### config.mk
export PLATFORM = sky130hd
export DESIGN_NAME = control_multiciclo
export DESIGN_NICKNAME = d
export VERILOG_FILES = /design/src/rtl/control_multiciclo.sv
export SDC_FILE = /design/constraint.sdc
export NUM_CORES = 1
export LEC_CHECK = 0
export ABC_AREA = 1
export ABC_CLOCK_PERIOD_IN_PS = 1410
export BUFFER_PORTS_ARGS = -buffer_cell sky130_fd_sc_hd__buf_2
export CAP_MARGIN = 20
export CORE_ASPECT_RATIO = 1.75
export CORE_MARGIN = 2
export CORE_UTILIZATION = 40
export CTS_CLUSTER_SIZE = 12
export DETAILED_ROUTE_END_ITERATION = 16
export GPL_ROUTABILITY_DRIVEN = 0
export HOLD_SLACK_MARGIN = 0.08
export PLACE_DENSITY_LB_ADDON = 0.12
export SLEW_MARGIN = 20
export SYNTH_ARGS = -nofsm -noshare
export SYNTH_HDL_FRONTEND = slang
export SYNTH_SLANG_ARGS = --single-unit
export TNS_END_PERCENT = 50
### constraint.sdc
create_clock -name clkIn -period 1.41 [get_ports clkIn]
set_input_delay 0.282 -clock clkIn [delete_from_list [all_inputs] [get_ports clkIn]]
set_output_delay 0.282 -clock clkIn [all_outputs]
set_load 0.02 [all_outputs]
### src/rtl/control_multiciclo.sv
// Multi-cycle MIPS sequencing controller: steps each instruction through fetch/decode/exec/mem/wb.
// Optional CONTROL_ADDI_EN: decode opcode 001000 as addi; otherwise it halts as illegal.
module control_multiciclo (
   input  logic        clkIn,
   input  logic        rstIn,
   input  logic [5:0]  op,
   input  logic        zf,
   input  logic        memReady,
   output logic        pcWrite,
   output logic        pcSrc,
   output logic        irWrite,
   output logic        wEnMemoria1,
   output logic        wEnMemoria2,
   output logic        rEnMemoria2,
   output logic        mux,
   output logic        registroInstruccion,
   output logic        aluSrc,
   output logic [2:0]  aluOp,
   output logic [2:0]  estado,
   output logic        illegal,
   output logic [15:0] retired
);
   // state  | meaning
   // IDLE   | after reset, one cycle before first fetch
   // FETCH  | load IR, PC <= PC+4
   // DECODE | latch opcode, pick path
   // EXEC   | ALU operation (R funct or base+imm)
   // MEM    | data RAM access, waits for memReady
   // WB     | register bank write
   // BRANCH | beq compare, PC <= target when zf
   // HALT   | unsupported opcode, wait for reset

   typedef enum logic [2:0] {
      S_IDLE   = 3'd0,
      S_FETCH  = 3'd1,
      S_DECODE = 3'd2,
      S_EXEC   = 3'd3,
      S_MEM    = 3'd4,
      S_WB     = 3'd5,
      S_BRANCH = 3'd6,
      S_HALT   = 3'd7
   } state_t;

   typedef enum logic [2:0] {K_R, K_LW, K_SW, K_BEQ, K_ADDI, K_ILL} kind_t;

   function automatic kind_t classify(input logic [5:0] o);
      kind_t k;
      case (o)
         6'b000000: k = K_R;
         6'b100011: k = K_LW;
         6'b101011: k = K_SW;
         6'b000100: k = K_BEQ;
`ifdef CONTROL_ADDI_EN
         6'b001000: k = K_ADDI;
`endif
         default:   k = K_ILL;
      endcase
      return k;
   endfunction

   state_t      state_q, state_d;
   logic [5:0]  opreg_q, opreg_d;
   logic [15:0] retired_q, retired_d;
   kind_t       kind_q, kind_d;

   logic pcw_q, pcsrc_q, irw_q, wen1_q, wen2_q, ren2_q, mux_q, rinst_q, alusrc_q, ill_q;
   logic pcw_d, pcsrc_d, irw_d, wen1_d, wen2_d, ren2_d, mux_d, rinst_d, alusrc_d, ill_d;
   logic [2:0] aluop_q, aluop_d;

   assign kind_q = classify(opreg_q);
   assign kind_d = classify(opreg_d);

   always_comb begin
      state_d   = state_q;
      opreg_d   = opreg_q;
      retired_d = retired_q;
      case (state_q)
         S_IDLE:   state_d = S_FETCH;
         S_FETCH:  state_d = S_DECODE;
         S_DECODE: begin
            opreg_d = op;
            case (classify(op))
               K_R, K_LW, K_SW, K_ADDI: state_d = S_EXEC;
               K_BEQ:                   state_d = S_BRANCH;
               default:                 state_d = S_HALT;
            endcase
         end
         S_EXEC:   state_d = (kind_q == K_LW || kind_q == K_SW) ? S_MEM : S_WB;
         S_MEM: begin
            if (memReady) begin
               if (kind_q == K_LW) begin
                  state_d = S_WB;
               end else begin
                  state_d   = S_FETCH;
                  retired_d = retired_q + 16'd1;
               end
            end
         end
         S_WB, S_BRANCH: begin
            state_d   = S_FETCH;
            retired_d = retired_q + 16'd1;
         end
         default:  state_d = S_HALT;
      endcase
   end

   // Controls are computed for the state being entered so they register alongside it.
   always_comb begin
      pcw_d    = 1'b0;
      pcsrc_d  = 1'b0;
      irw_d    = 1'b0;
      wen1_d   = 1'b0;
      wen2_d   = 1'b0;
      ren2_d   = 1'b0;
      mux_d    = 1'b0;
      rinst_d  = 1'b0;
      alusrc_d = 1'b0;
      aluop_d  = 3'b000;
      ill_d    = 1'b0;
      case (state_d)
         S_FETCH: begin
            irw_d = 1'b1;
            pcw_d = 1'b1;
         end
         S_EXEC, S_MEM, S_WB: begin
            if (kind_d == K_R) begin
               aluop_d = 3'b010;
            end else begin
               alusrc_d = 1'b1;
            end
            if (state_d == S_MEM) begin
               ren2_d = (kind_d == K_LW);
               wen2_d = (kind_d == K_SW);
            end
            if (state_d == S_WB) begin
               wen1_d  = 1'b1;
               mux_d   = (kind_d == K_LW);
               rinst_d = (kind_d == K_R);
            end
         end
         S_BRANCH: begin
            aluop_d = 3'b001;
            pcsrc_d = 1'b1;
         end
         S_HALT:  ill_d = 1'b1;
         default: ;
      endcase
   end

   always_ff @(posedge clkIn or posedge rstIn) begin
      if (rstIn) begin
         state_q   <= S_IDLE;
         opreg_q   <= 6'd0;
         retired_q <= 16'd0;
         pcw_q     <= 1'b0;
         pcsrc_q   <= 1'b0;
         irw_q     <= 1'b0;
         wen1_q    <= 1'b0;
         wen2_q    <= 1'b0;
         ren2_q    <= 1'b0;
         mux_q     <= 1'b0;
         rinst_q   <= 1'b0;
         alusrc_q  <= 1'b0;
         aluop_q   <= 3'b000;
         ill_q     <= 1'b0;
      end else begin
         state_q   <= state_d;
         opreg_q   <= opreg_d;
         retired_q <= retired_d;
         pcw_q     <= pcw_d;
         pcsrc_q   <= pcsrc_d;
         irw_q     <= irw_d;
         wen1_q    <= wen1_d;
         wen2_q    <= wen2_d;
         ren2_q    <= ren2_d;
         mux_q     <= mux_d;
         rinst_q   <= rinst_d;
         alusrc_q  <= alusrc_d;
         aluop_q   <= aluop_d;
         ill_q     <= ill_d;
      end
   end

   // Branch PC load follows zf directly so the compare result is used in the same cycle.
   assign pcWrite             = pcw_q | ((state_q == S_BRANCH) & zf);
   assign pcSrc               = pcsrc_q;
   assign irWrite             = irw_q;
   assign wEnMemoria1         = wen1_q;
   assign wEnMemoria2         = wen2_q;
   assign rEnMemoria2         = ren2_q;
   assign mux                 = mux_q;
   assign registroInstruccion = rinst_q;
   assign aluSrc              = alusrc_q;
   assign aluOp               = aluop_q;
   assign estado              = state_q;
   assign illegal             = ill_q;
   assign retired             = retired_q;
endmodule
==> results.sh, run 1 <==
export IMPL_worstPathMaxFanout=2
export IMPL_ys_types=22
export IMPL_clock_sinks=36
export IMPL_clk_pin_slew_ns=0.08
export IMPL_crit_family="buffers and inverters"
export IMPL_post_route_min_period_ns=1.62
export IMPL_wl_um=5430
export IMPL_outcome="finished with violations"
export IMPL_drc_errors=0
export IMPL_grt_usage_pct=20.3
export IMPL_wl_met3_um=170
export IMPL_via_per_inst=4.85
export IMPL_clockBufferDepth=2
export IMPL_ant_nets=0
export IMPL_syn_inst=237
export IMPL_fp_dieW_um=55.7
export IMPL_cp_slowest_cell="dfrtp_1"
export IMPL_rows=33
export IMPL_synth_mux_area_fraction_pct=0
export IMPL_endpoint_kind="output pin"
export IMPL_synth_seq_cells=36
export IMPL_yosys_area_share_xor_xnor_pct=6.08
export IMPL_fin_worst_skew_ns=0.00472
export IMPL_htreeDepth=2
export IMPL_cts_tree="built"
export IMPL_antenna_found_initial=0
export IMPL_p_leak_nw=1.50
export IMPL_wl_met1_um=1830
export IMPL_grt_max_degree=37
export IMPL_path_common_cell="buf_6"
export IMPL_setup_violations=19
export IMPL_yosysSeqAreaShare_pct=48.1
export IMPL_synth_top_family_by_area="simple AND/OR/NAND/NOR gates"
export IMPL_finalHoldViolCount=0
export IMPL_hp_class="in -> async"
export IMPL_arrival_ns=1.34
export IMPL_coreArea_sq_mm=0.00458
export IMPL_final_cells=388
export IMPL_die_y_um=94.5
export IMPL_mappedNetlistArea_sq_mm=0.00187
export IMPL_grt_setup_unrepaired="true"
export IMPL_final_cell_mix="42 x nand2_1, 40 x buf_4, 38 x buf_2"
export IMPL_start_util_pct=40.9
export IMPL_top_layer="met4"
export IMPL_crit_chain="buf_6, inv_4, nor2_4, buf_6, a31o_4, buf_6"
export IMPL_maxCapViolations=0
export IMPL_synthToLayoutAreaGrowth_pct=63.2
export IMPL_io_pins=42
export IMPL_synth_nets=248
export IMPL_num_vias=1880
export IMPL_slew_violations=0
export IMPL_fillCellCount=390
export IMPL_clockRootBuffer="clkbuf_8"
export IMPL_vdd_drop_max_mv=1.68
export IMPL_violations="negative setup slack"
export IMPL_grt_pass1_vias=1827
export IMPL_synth_simple_gate_area_share_pct=34.3
export IMPL_synthAdderAreaFrac_pct=0.668
export IMPL_drt_initial_drc_count=44
export IMPL_synth_compound_area_share_pct=2.34
export IMPL_power_mw=6.76
export IMPL_syn_avg_cell_area_sq_um=7.90
export IMPL_dp_hpwl_um=3640
export IMPL_avgRoutedWirePerCell_um=14.0
export IMPL_drive_gt1_share_pct=57.4
export IMPL_layout_commonest_cell="nand2_1"
export IMPL_grt_pass1_wl_um=8000
export IMPL_yosys_warnings=0
export IMPL_cts_hold_fix_buffers=0
export IMPL_required_ns=1.13
export IMPL_cp_start_kind="flop"
export IMPL_fin_crit_sh_pct=115
export IMPL_grt_ovfl_total=0
export IMPL_setup_ws_ns=-0.212
export IMPL_n_antenna_cell=0
export IMPL_cp_buffers_inverters=4
export IMPL_wl_met2_um=3240
export IMPL_power_density_mw_per_mm2=2210
export IMPL_clkLatencyLatePin_ns=0.30
export IMPL_max_freq_mhz=616
export IMPL_critPathKind="reg -> out"
export IMPL_die_area_sq_mm=0.00527
export IMPL_place_inst=363
export IMPL_max_stage_delay_ns=0.40
export IMPL_drtPass1Iterations=4
export IMPL_cts_made_buffers=5
export IMPL_portBuffers=40
export IMPL_num_nets_final=346
## worst paths after layout
| kind | end | start | depth (start not counted) | slack [ns] |
|---|---|---|---|---|
| max in group asynchronous | estado[0]$_DFF_PP0_ | rstIn | 3 | 0.97 |
| hold / removal | retired[2]$_DFFE_PP0P_ | rstIn | 3 | 0.08 |
| setup / recovery | pcWrite | estado[1]$_DFF_PP0_ | 6 | -0.21 |
| min in group clkIn | opreg_q[1]$_DFF_PP0_ | op[1] | 3 | 0.32 |
| hold reg to reg | retired[1]$_DFFE_PP0P_ | retired[1]$_DFFE_PP0P_ | 2 | 0.52 |
| setup reg to reg | rEnMemoria2$_DFF_PP0_ | estado[1]$_DFF_PP0_ | 9 | -0.17 |
## cell type report
type                       count  area, sq um  share of cell area (%)
clock inverter                 3         23.8                   0.778
inverter                      36          148                    4.83
clock buffer                   5         68.8                    2.25
sequential                    36          907                    29.7
timing repair buffer          90          634                    20.8
multi-input combinational    166         1210                    39.6
tap                           52         65.1                    2.13
## worst reg2reg max path, stage by stage (launching register included)
cell	delay (ns)
dfrtp_1	0.40
buf_4	0.16
nand2_2	0.09
buf_4	0.14
nor2_2	0.04
nor2_2	0.28
inv_2	0.10
buf_4	0.15
nand2_2	0.07
nor3_1	0.05
## cell usage after synthesis, drive strengths merged
master  number  area share (%)
a31o         1            0.47
buf          3             1.1
conb         1            0.20
dfrtp       36              48
ha           1            0.67
inv         36             7.2
nand2       66              14
nand3       20             7.3
nand3b       1            0.40
nand4        5             1.7
nor2        37             8.5
nor3        10             2.7
o21ai        7             1.9
xnor2        7             3.3
xor2         6             2.8
## metal layers
metal  GRT usage, %  up-vias
met5              0        -
li1               -      937
met3           4.11       15
met4           10.4        0
met2           41.6       37
met1           18.0      891
## per-stage QoR
stage          hold slack (ns)  worst slack (ns)  instance area [sq um]  TNS (ns)  util, %
6_report                0.0826            -0.212                   3060     -1.26     66.7
5_1_grt                  0.121            -0.249                   3060     -2.76     66.7
4_1_cts                 0.0898            -0.213                   2620     -1.10     57.2
3_5_place_dp             0.417            -0.335                   2400     -4.85     52.4
3_3_place_gp             0.417            -0.290                   2400     -4.11     52.4
2_1_floorplan            0.440           0.00381                   1880         0        -
## kinds of logic (layout without fill, tap and decap cells)
logic type / Yosys count / count (layout)
fa+ha+maj: 1 / 1
buf+inv: 39 / 134
flops: 36 / 36
xor+xnor: 13 / 13
other cells: 1 / 1
compound gates: 8 / 8
simple gates: 139 / 143
## state kept, by name, summed over array words and instances, names as in the netlist
signal / cells
retired: 16
opreg_q: 6
estado: 3
aluOp: 2
aluSrc: 1
illegal: 1
irWrite: 1
mux: 1
pcSrc: 1
rEnMemoria2: 1
registroInstruccion: 1
wEnMemoria1: 1
wEnMemoria2: 1
## power by group
group / switching [mW] / internal (mW)
registers: 0.201 / 1.36
logic: 2.52 / 1.91
clock network: 0.415 / 0.350
## timing repair
action	CTS	global route
cloned	2	2
pin swaps	4	20
resized for setup	22	95
endpoints found under the setup margin	23	31
setup buffers	4	9
Note: power is estimated with default switching activity, not from simulation.
==> run 2, diff against run 1 <==
--- a/config.mk
+++ b/config.mk
@@ -17,6 +17,7 @@
 export GPL_ROUTABILITY_DRIVEN = 0
 export HOLD_SLACK_MARGIN = 0.08
 export PLACE_DENSITY_LB_ADDON = 0.12
+export RECOVER_POWER = 100
 export SLEW_MARGIN = 20
 export SYNTH_ARGS = -nofsm -noshare
 export SYNTH_HDL_FRONTEND = slang
==> run 2 against run 1 <==
  * The flow still finishes with violations (negative setup slack)
  * Fmax about the same
  * Hold slack improved by 0.17 ns
  * Sequential share of layout area rose by 0.39 points
  * Die area is the same
  * Clock power barely moved
  * Setup slack hardly changed
  * Sequential power hardly changed
  * Critical endpoint unchanged
==> results.sh, run 2 (synthesized netlist as in run 1, its figures left out) <==
export IMPL_startpoint="estado[1]$_DFF_PP0_"
export IMPL_path_depth=6
export IMPL_rrSetupSlack_ns=-0.17
export IMPL_cp_buffers_inverters=4
export IMPL_fin_worst_skew_ns=0.00407
export IMPL_critPathKind="reg -> out"
export IMPL_coreArea_sq_mm=0.00458
export IMPL_via_per_inst=4.91
export IMPL_reg2reg_to="rEnMemoria2$_DFF_PP0_"
export IMPL_drtPass1Iterations=4
export IMPL_layout_commonest_cell="nand2_1"
export IMPL_slew_violations=0
export IMPL_maxCapViolations=0
export IMPL_fp_dieW_um=55.7
export IMPL_fillCellCount=403
export IMPL_max_stage_delay_ns=0.40
export IMPL_grt_pass1_vias=1827
export IMPL_violations="negative setup slack"
export IMPL_finalHoldViolCount=0
export IMPL_start_util_pct=40.9
export IMPL_p_clk_share_pct=11.5
export IMPL_r2r_start="estado[1]$_DFF_PP0_"
export IMPL_clock_sinks=36
export IMPL_netSwitchingPower_mw=3.13
export IMPL_drive_gt1_share_pct=50.0
export IMPL_grt_setup_unrepaired="true"
export IMPL_cp_start_kind="flop"
export IMPL_crit_family="buffers and inverters"
export IMPL_endpoint_kind="output pin"
export IMPL_num_vias=1907
export IMPL_worst_pin_slew_ns=0.926
export IMPL_post_route_min_period_ns=1.62
export IMPL_outcome="finished with violations"
export IMPL_arrival_ns=1.34
export IMPL_synthToLayoutAreaGrowth_pct=60.9
export IMPL_drc_errors=0
export IMPL_avgRoutedWirePerCell_um=14.1
export IMPL_die_area_sq_mm=0.00527
export IMPL_io_pins=42
export IMPL_die_y_um=94.5
export IMPL_rows=33
export IMPL_final_cells=388
export IMPL_wl_um=5450
export IMPL_clkLatencyLatePin_ns=0.30
export IMPL_p_leak_nw=1.42
export IMPL_place_inst=363
export IMPL_num_nets_final=346
export IMPL_crit_chain="buf_6, inv_4, nor2_4, buf_6, a31o_4, buf_6"
export IMPL_dp_hpwl_um=3640
export IMPL_ant_nets=0
export IMPL_max_slew_margin_pct=38.2
export IMPL_p_int_mw=3.56
export IMPL_final_setup_tns_ns=-1.20
export IMPL_clockBufferDepth=2
export IMPL_grt_ovfl_total=0
export IMPL_grt_pass1_wl_um=8000
export IMPL_hp_class="in -> async"
export IMPL_seq_power_share_pct=23.3
export IMPL_grt_usage_pct=20.3
export IMPL_setup_violations=16
export IMPL_cts_tree="built"
export IMPL_power_mw=6.69
export IMPL_portBuffers=40
export IMPL_setup_ws_ns=-0.213
export IMPL_required_ns=1.13
export IMPL_n_antenna_cell=0
export IMPL_largest_register_ffs=16
export IMPL_drt_initial_drc_count=41
export IMPL_worstPathMaxFanout=2
export IMPL_cp_slowest_cell="dfrtp_1"
export IMPL_power_density_mw_per_mm2=2220
export IMPL_vdd_drop_max_mv=1.65
export IMPL_htreeDepth=2
export IMPL_swShare_pct=46.8
export IMPL_path_common_cell="buf_6"
export IMPL_power_frac_comb_pct=65.2
export IMPL_grt_max_degree=37
export IMPL_max_freq_mhz=616
export IMPL_final_cell_mix="45 x nand2_1, 37 x buf_4, 32 x dfrtp_1"
export IMPL_critPathCapture="pcWrite"
export IMPL_cts_made_buffers=5
export IMPL_fin_crit_sh_pct=115
export IMPL_antenna_found_initial=0
export IMPL_clk_pin_slew_ns=0.08
export IMPL_worstRegToRegCells=9
export IMPL_clockRootBuffer="clkbuf_8"
export IMPL_cts_hold_fix_buffers=0
## run 2: cell count changes in the layout (fill, tap and decap cells not counted), sizes merged
cell | previous run | this run
buf | 90 | 62
clkbuf | 5 | 33
## run 2: power by group through the flow
stage / registers [mW] / clock network, mW / logic (mW)
after floorplan: 1.87 / 0 / 1.36
after global placement: 1.57 / 0 / 2.83
after detailed placement: 1.58 / 0 / 2.84
after CTS: 1.55 / 0.797 / 3.22
after global routing: 1.59 / 0.825 / 4.73
final: 1.56 / 0.767 / 4.36
## run 2: worst reg2reg max path: cells and delay by family, from the launching register on
| family | cells | cell delay (ns) |
|---|---|---|
| flip-flops | 1 | 0.40 |
| AND/OR/NAND/NOR | 5 | 0.52 |
| buffers and inverters | 4 | 0.55 |
## run 2: cell type report
class	instances	area (sq um)	share of cell area [%]
clock inverter	3	23.8	0.789
sequential	36	906	30.1
inverter	36	148	4.90
multi-input combinational	166	1190	39.7
tap	52	65.1	2.16
clock buffer	5	68.8	2.28
timing repair buffer	90	607	20.1
## run 2: timing repair
action	CTS	global route
pin swaps	4	20
gates resized for setup	22	95
gates cloned	2	2
setup buffers	4	9
endpoints found under the setup margin	23	31
## run 2: routing by layer
metal	share of wire, %	up-vias	routed length (um)	global-route usage [%]
li1	-	934	-	-
met1	34	913	1840	18.0
met2	60	43	3250	41.6
met3	3.1	17	169	4.11
met4	3.5	0	193	10.4
met5	0	-	0	0
## run 2: worst min-delay path by stage
stage / from / depth (start not counted) / end
after floorplan: op[0] / 2 / opreg_q[0]$_DFF_PP0_
after global placement: rstIn / 3 / aluOp[0]$_DFF_PP0_
after global routing: rstIn / 3 / retired[2]$_DFFE_PP0P_
final: rstIn / 3 / retired[2]$_DFFE_PP0P_
after detailed placement: rstIn / 3 / aluOp[0]$_DFF_PP0_
after CTS: rstIn / 3 / retired[2]$_DFFE_PP0P_
## run 2: per-stage QoR
stage	util (%)	worst slack (ns)	cell area, sq um	hold slack [ns]
after detailed placement	52.4	-0.335	2400	0.417
after CTS	57.2	-0.213	2620	0.0898
after floorplan	-	0.00381	1880	0.440
after global routing	65.7	-0.249	3010	0.336
final	65.7	-0.213	3010	0.255
after global placement	52.4	-0.290	2400	0.417
==> run 3, diff against run 2 <==
--- a/config.mk
+++ b/config.mk
@@ -11,7 +11,7 @@
 export CAP_MARGIN = 20
 export CORE_ASPECT_RATIO = 1.75
 export CORE_MARGIN = 2
-export CORE_UTILIZATION = 40
+export CORE_UTILIZATION = 48
 export CTS_CLUSTER_SIZE = 12
 export DETAILED_ROUTE_END_ITERATION = 16
 export GPL_ROUTABILITY_DRIVEN = 0
==> run 3 against run 2 <==
  * The run still ends with negative setup slack left
  * Via count is 1.5% lower
  * Die area is 16% lower
  * First-iteration DRC count is 34% lower
  * Sequential power hardly changed
  * Clock skew is 0.00086 ns higher
  * Routed wire length is 5.8% lower
  * Total power is 8.5% lower
  * Setup slack better by 0.0060 ns
  * Combinational power is 16% lower
  * Hold slack better by 0.055 ns
  * Design area is 7.7% lower
==> results.sh, run 3 (synthesized netlist as in run 1, its figures left out) <==
export IMPL_synthToLayoutAreaGrowth_pct=48.4
export IMPL_rows=30
export IMPL_drc_errors=0
export IMPL_maxCapViolations=0
export IMPL_htreeDepth=2
export IMPL_max_freq_mhz=619
export IMPL_num_nets_final=342
export IMPL_clk_pin_slew_ns=0.07
export IMPL_grt_pass1_vias=1880
export IMPL_fp_dieW_um=51.2
export IMPL_hp_class="in -> reg"
export IMPL_finalHoldViolCount=0
export IMPL_critPathKind="reg -> out"
export IMPL_grt_ovfl_total=0
export IMPL_worst_pin_slew_ns=0.506
export IMPL_final_cell_mix="54 x nand2_1, 43 x buf_4, 32 x dfrtp_1"
export IMPL_drive_gt1_share_pct=42.2
export IMPL_setup_violations=28
export IMPL_wl_met2_um=3040
export IMPL_r2r_start="estado[2]$_DFF_PP0_"
export IMPL_n_antenna_cell=0
export IMPL_portBuffers=40
export IMPL_clkLatencyLatePin_ns=0.30
export IMPL_io_pins=42
export IMPL_place_area_sq_mm=0.00240
export IMPL_hold_end="opreg_q[1]$_DFF_PP0_"
export IMPL_crit_family="buffers and inverters"
export IMPL_grt_usage_pct=24.3
export IMPL_required_ns=1.13
export IMPL_final_area_sq_mm=0.00278
export IMPL_fin_worst_skew_ns=0.00494
export IMPL_grt_pass1_wl_um=7910
export IMPL_top_layer="met4"
export IMPL_drtPass1Iterations=4
export IMPL_setup_ws_ns=-0.207
export IMPL_reg2reg_to="aluOp[1]$_DFF_PP0_"
export IMPL_drt_initial_drc_count=27
export IMPL_coreArea_sq_mm=0.00383
export IMPL_cts_tree="built"
export IMPL_wl_met1_um=1680
export IMPL_max_stage_delay_ns=0.39
export IMPL_cts_made_buffers=5
export IMPL_antenna_found_initial=0
export IMPL_path_common_cell="buf_6"
export IMPL_ant_nets=0
export IMPL_endpoint_kind="output pin"
export IMPL_max_slew_margin_pct=66.3
export IMPL_via_per_inst=4.94
export IMPL_min_from="op[1]"
export IMPL_outcome="finished with violations"
export IMPL_worstPathMaxFanout=2
export IMPL_clockRootBuffer="clkbuf_8"
export IMPL_grt_setup_unrepaired="true"
export IMPL_start_util_pct=48.9
export IMPL_post_route_min_period_ns=1.62
export IMPL_slew_violations=0
export IMPL_cp_slowest_cell="dfrtp_1"
export IMPL_crit_chain="buf_6, inv_4, nor2_4, buf_6, a31o_4, buf_6"
export IMPL_avgRoutedWirePerCell_um=13.5
export IMPL_arrival_ns=1.33
export IMPL_fillCellCount=333
export IMPL_worstRegToRegCells=10
export IMPL_p_leak_nw=1.40
export IMPL_die_y_um=86.6
export IMPL_die_area_sq_mm=0.00444
export IMPL_grt_max_degree=37
export IMPL_vdd_drop_max_mv=1.61
export IMPL_clock_sinks=36
export IMPL_rrSetupSlack_ns=-0.17
export IMPL_wl_met3_um=155
export IMPL_fin_crit_sh_pct=115
export IMPL_layout_commonest_cell="nand2_1"
export IMPL_violations="negative setup slack"
export IMPL_largest_register_ffs=16
export IMPL_power_density_mw_per_mm2=2200
export IMPL_dp_hpwl_um=3510
export IMPL_cp_start_kind="flop"
export IMPL_wl_um=5140
export IMPL_clockBufferDepth=2
export IMPL_holdPathStages=3
export IMPL_power_mw=6.12
export IMPL_cp_buffers_inverters=4
export IMPL_num_vias=1878
run 3: worst max-delay path by stage:
stage	startpoint	to	slack (ns)	depth (start not counted)
2_1_floorplan	estado[1]$_DFF_PP0_	retired[5]$_DFFE_PP0P_	0.004	7
3_3_place_gp	estado[2]$_DFF_PP0_	retired[7]$_DFFE_PP0P_	-0.28	5
3_5_place_dp	estado[1]$_DFF_PP0_	retired[7]$_DFFE_PP0P_	-0.32	6
4_1_cts	estado[1]$_DFF_PP0_	pcWrite	-0.22	6
5_1_grt	estado[2]$_DFF_PP0_	aluOp[1]$_DFF_PP0_	-0.26	10
6_report	estado[1]$_DFF_PP0_	pcWrite	-0.21	6
run 3: layout make-up:
| type | count | area (sq um) | share of cell area [%] |
|---|---|---|---|
| timing repair buffer | 87 | 559 | 20.1 |
| clock inverter | 3 | 42.5 | 1.53 |
| tap | 48 | 60.1 | 2.16 |
| multi-input combinational | 165 | 1010 | 36.2 |
| clock buffer | 5 | 68.8 | 2.48 |
| inverter | 36 | 138 | 4.95 |
| sequential | 36 | 906 | 32.6 |
run 3: worst reg2reg max path, cell delays in order, from the launching register on:
cell and delay [ns]:
dfrtp_2 0.44, buf_4 0.15, inv_2 0.08, nand3_2 0.16, nor2_2 0.15, nor2_2 0.06, buf_4 0.14, nand3_4 0.07
nand2_2 0.08, nand2_2 0.09, nor2_1 0.04
run 3: layer usage:
layer | track usage (%) | vias to the layer above
met5 | 0 | -
li1 | - | 922
met2 | 47.6 | 43
met4 | 13.6 | 0
met1 | 21.6 | 889
met3 | 5.34 | 24
run 3: metrics by stage:
| step | hold slack, ns | setup WS [ns] | cells | TNS (ns) | util, % |
|---|---|---|---|---|---|
| 2_1_floorplan | 0.440 | 0.00381 | 237 | 0 | - |
| 3_3_place_gp | 0.342 | -0.283 | 358 | -3.72 | 62.7 |
| 3_5_place_dp | 0.345 | -0.322 | 358 | -4.39 | 62.7 |
| 4_1_cts | 0.294 | -0.224 | 373 | -1.11 | 69.8 |
| 5_1_grt | 0.321 | -0.257 | 380 | -4.93 | 72.6 |
| 6_report | 0.310 | -0.207 | 380 | -2.19 | 72.6 |
run 3: power breakdown:
group | internal, mW | switching, mW | leakage, nW
Sequential | 1.36 | 0.202 | 0.457
Clock | 0.523 | 0.392 | 0.0541
Combinational | 1.53 | 2.12 | 0.887
run 3: what timing repair did:
action                                 in CTS  in global routing
cloned                                      2                  1
gates resized for setup                    29                 22
setup buffers                               4                  6
setup endpoints to repair                  23                 30
endpoints found under the hold margin      36                  0
hold buffers                                1                  0
pin swaps                                   9                 16
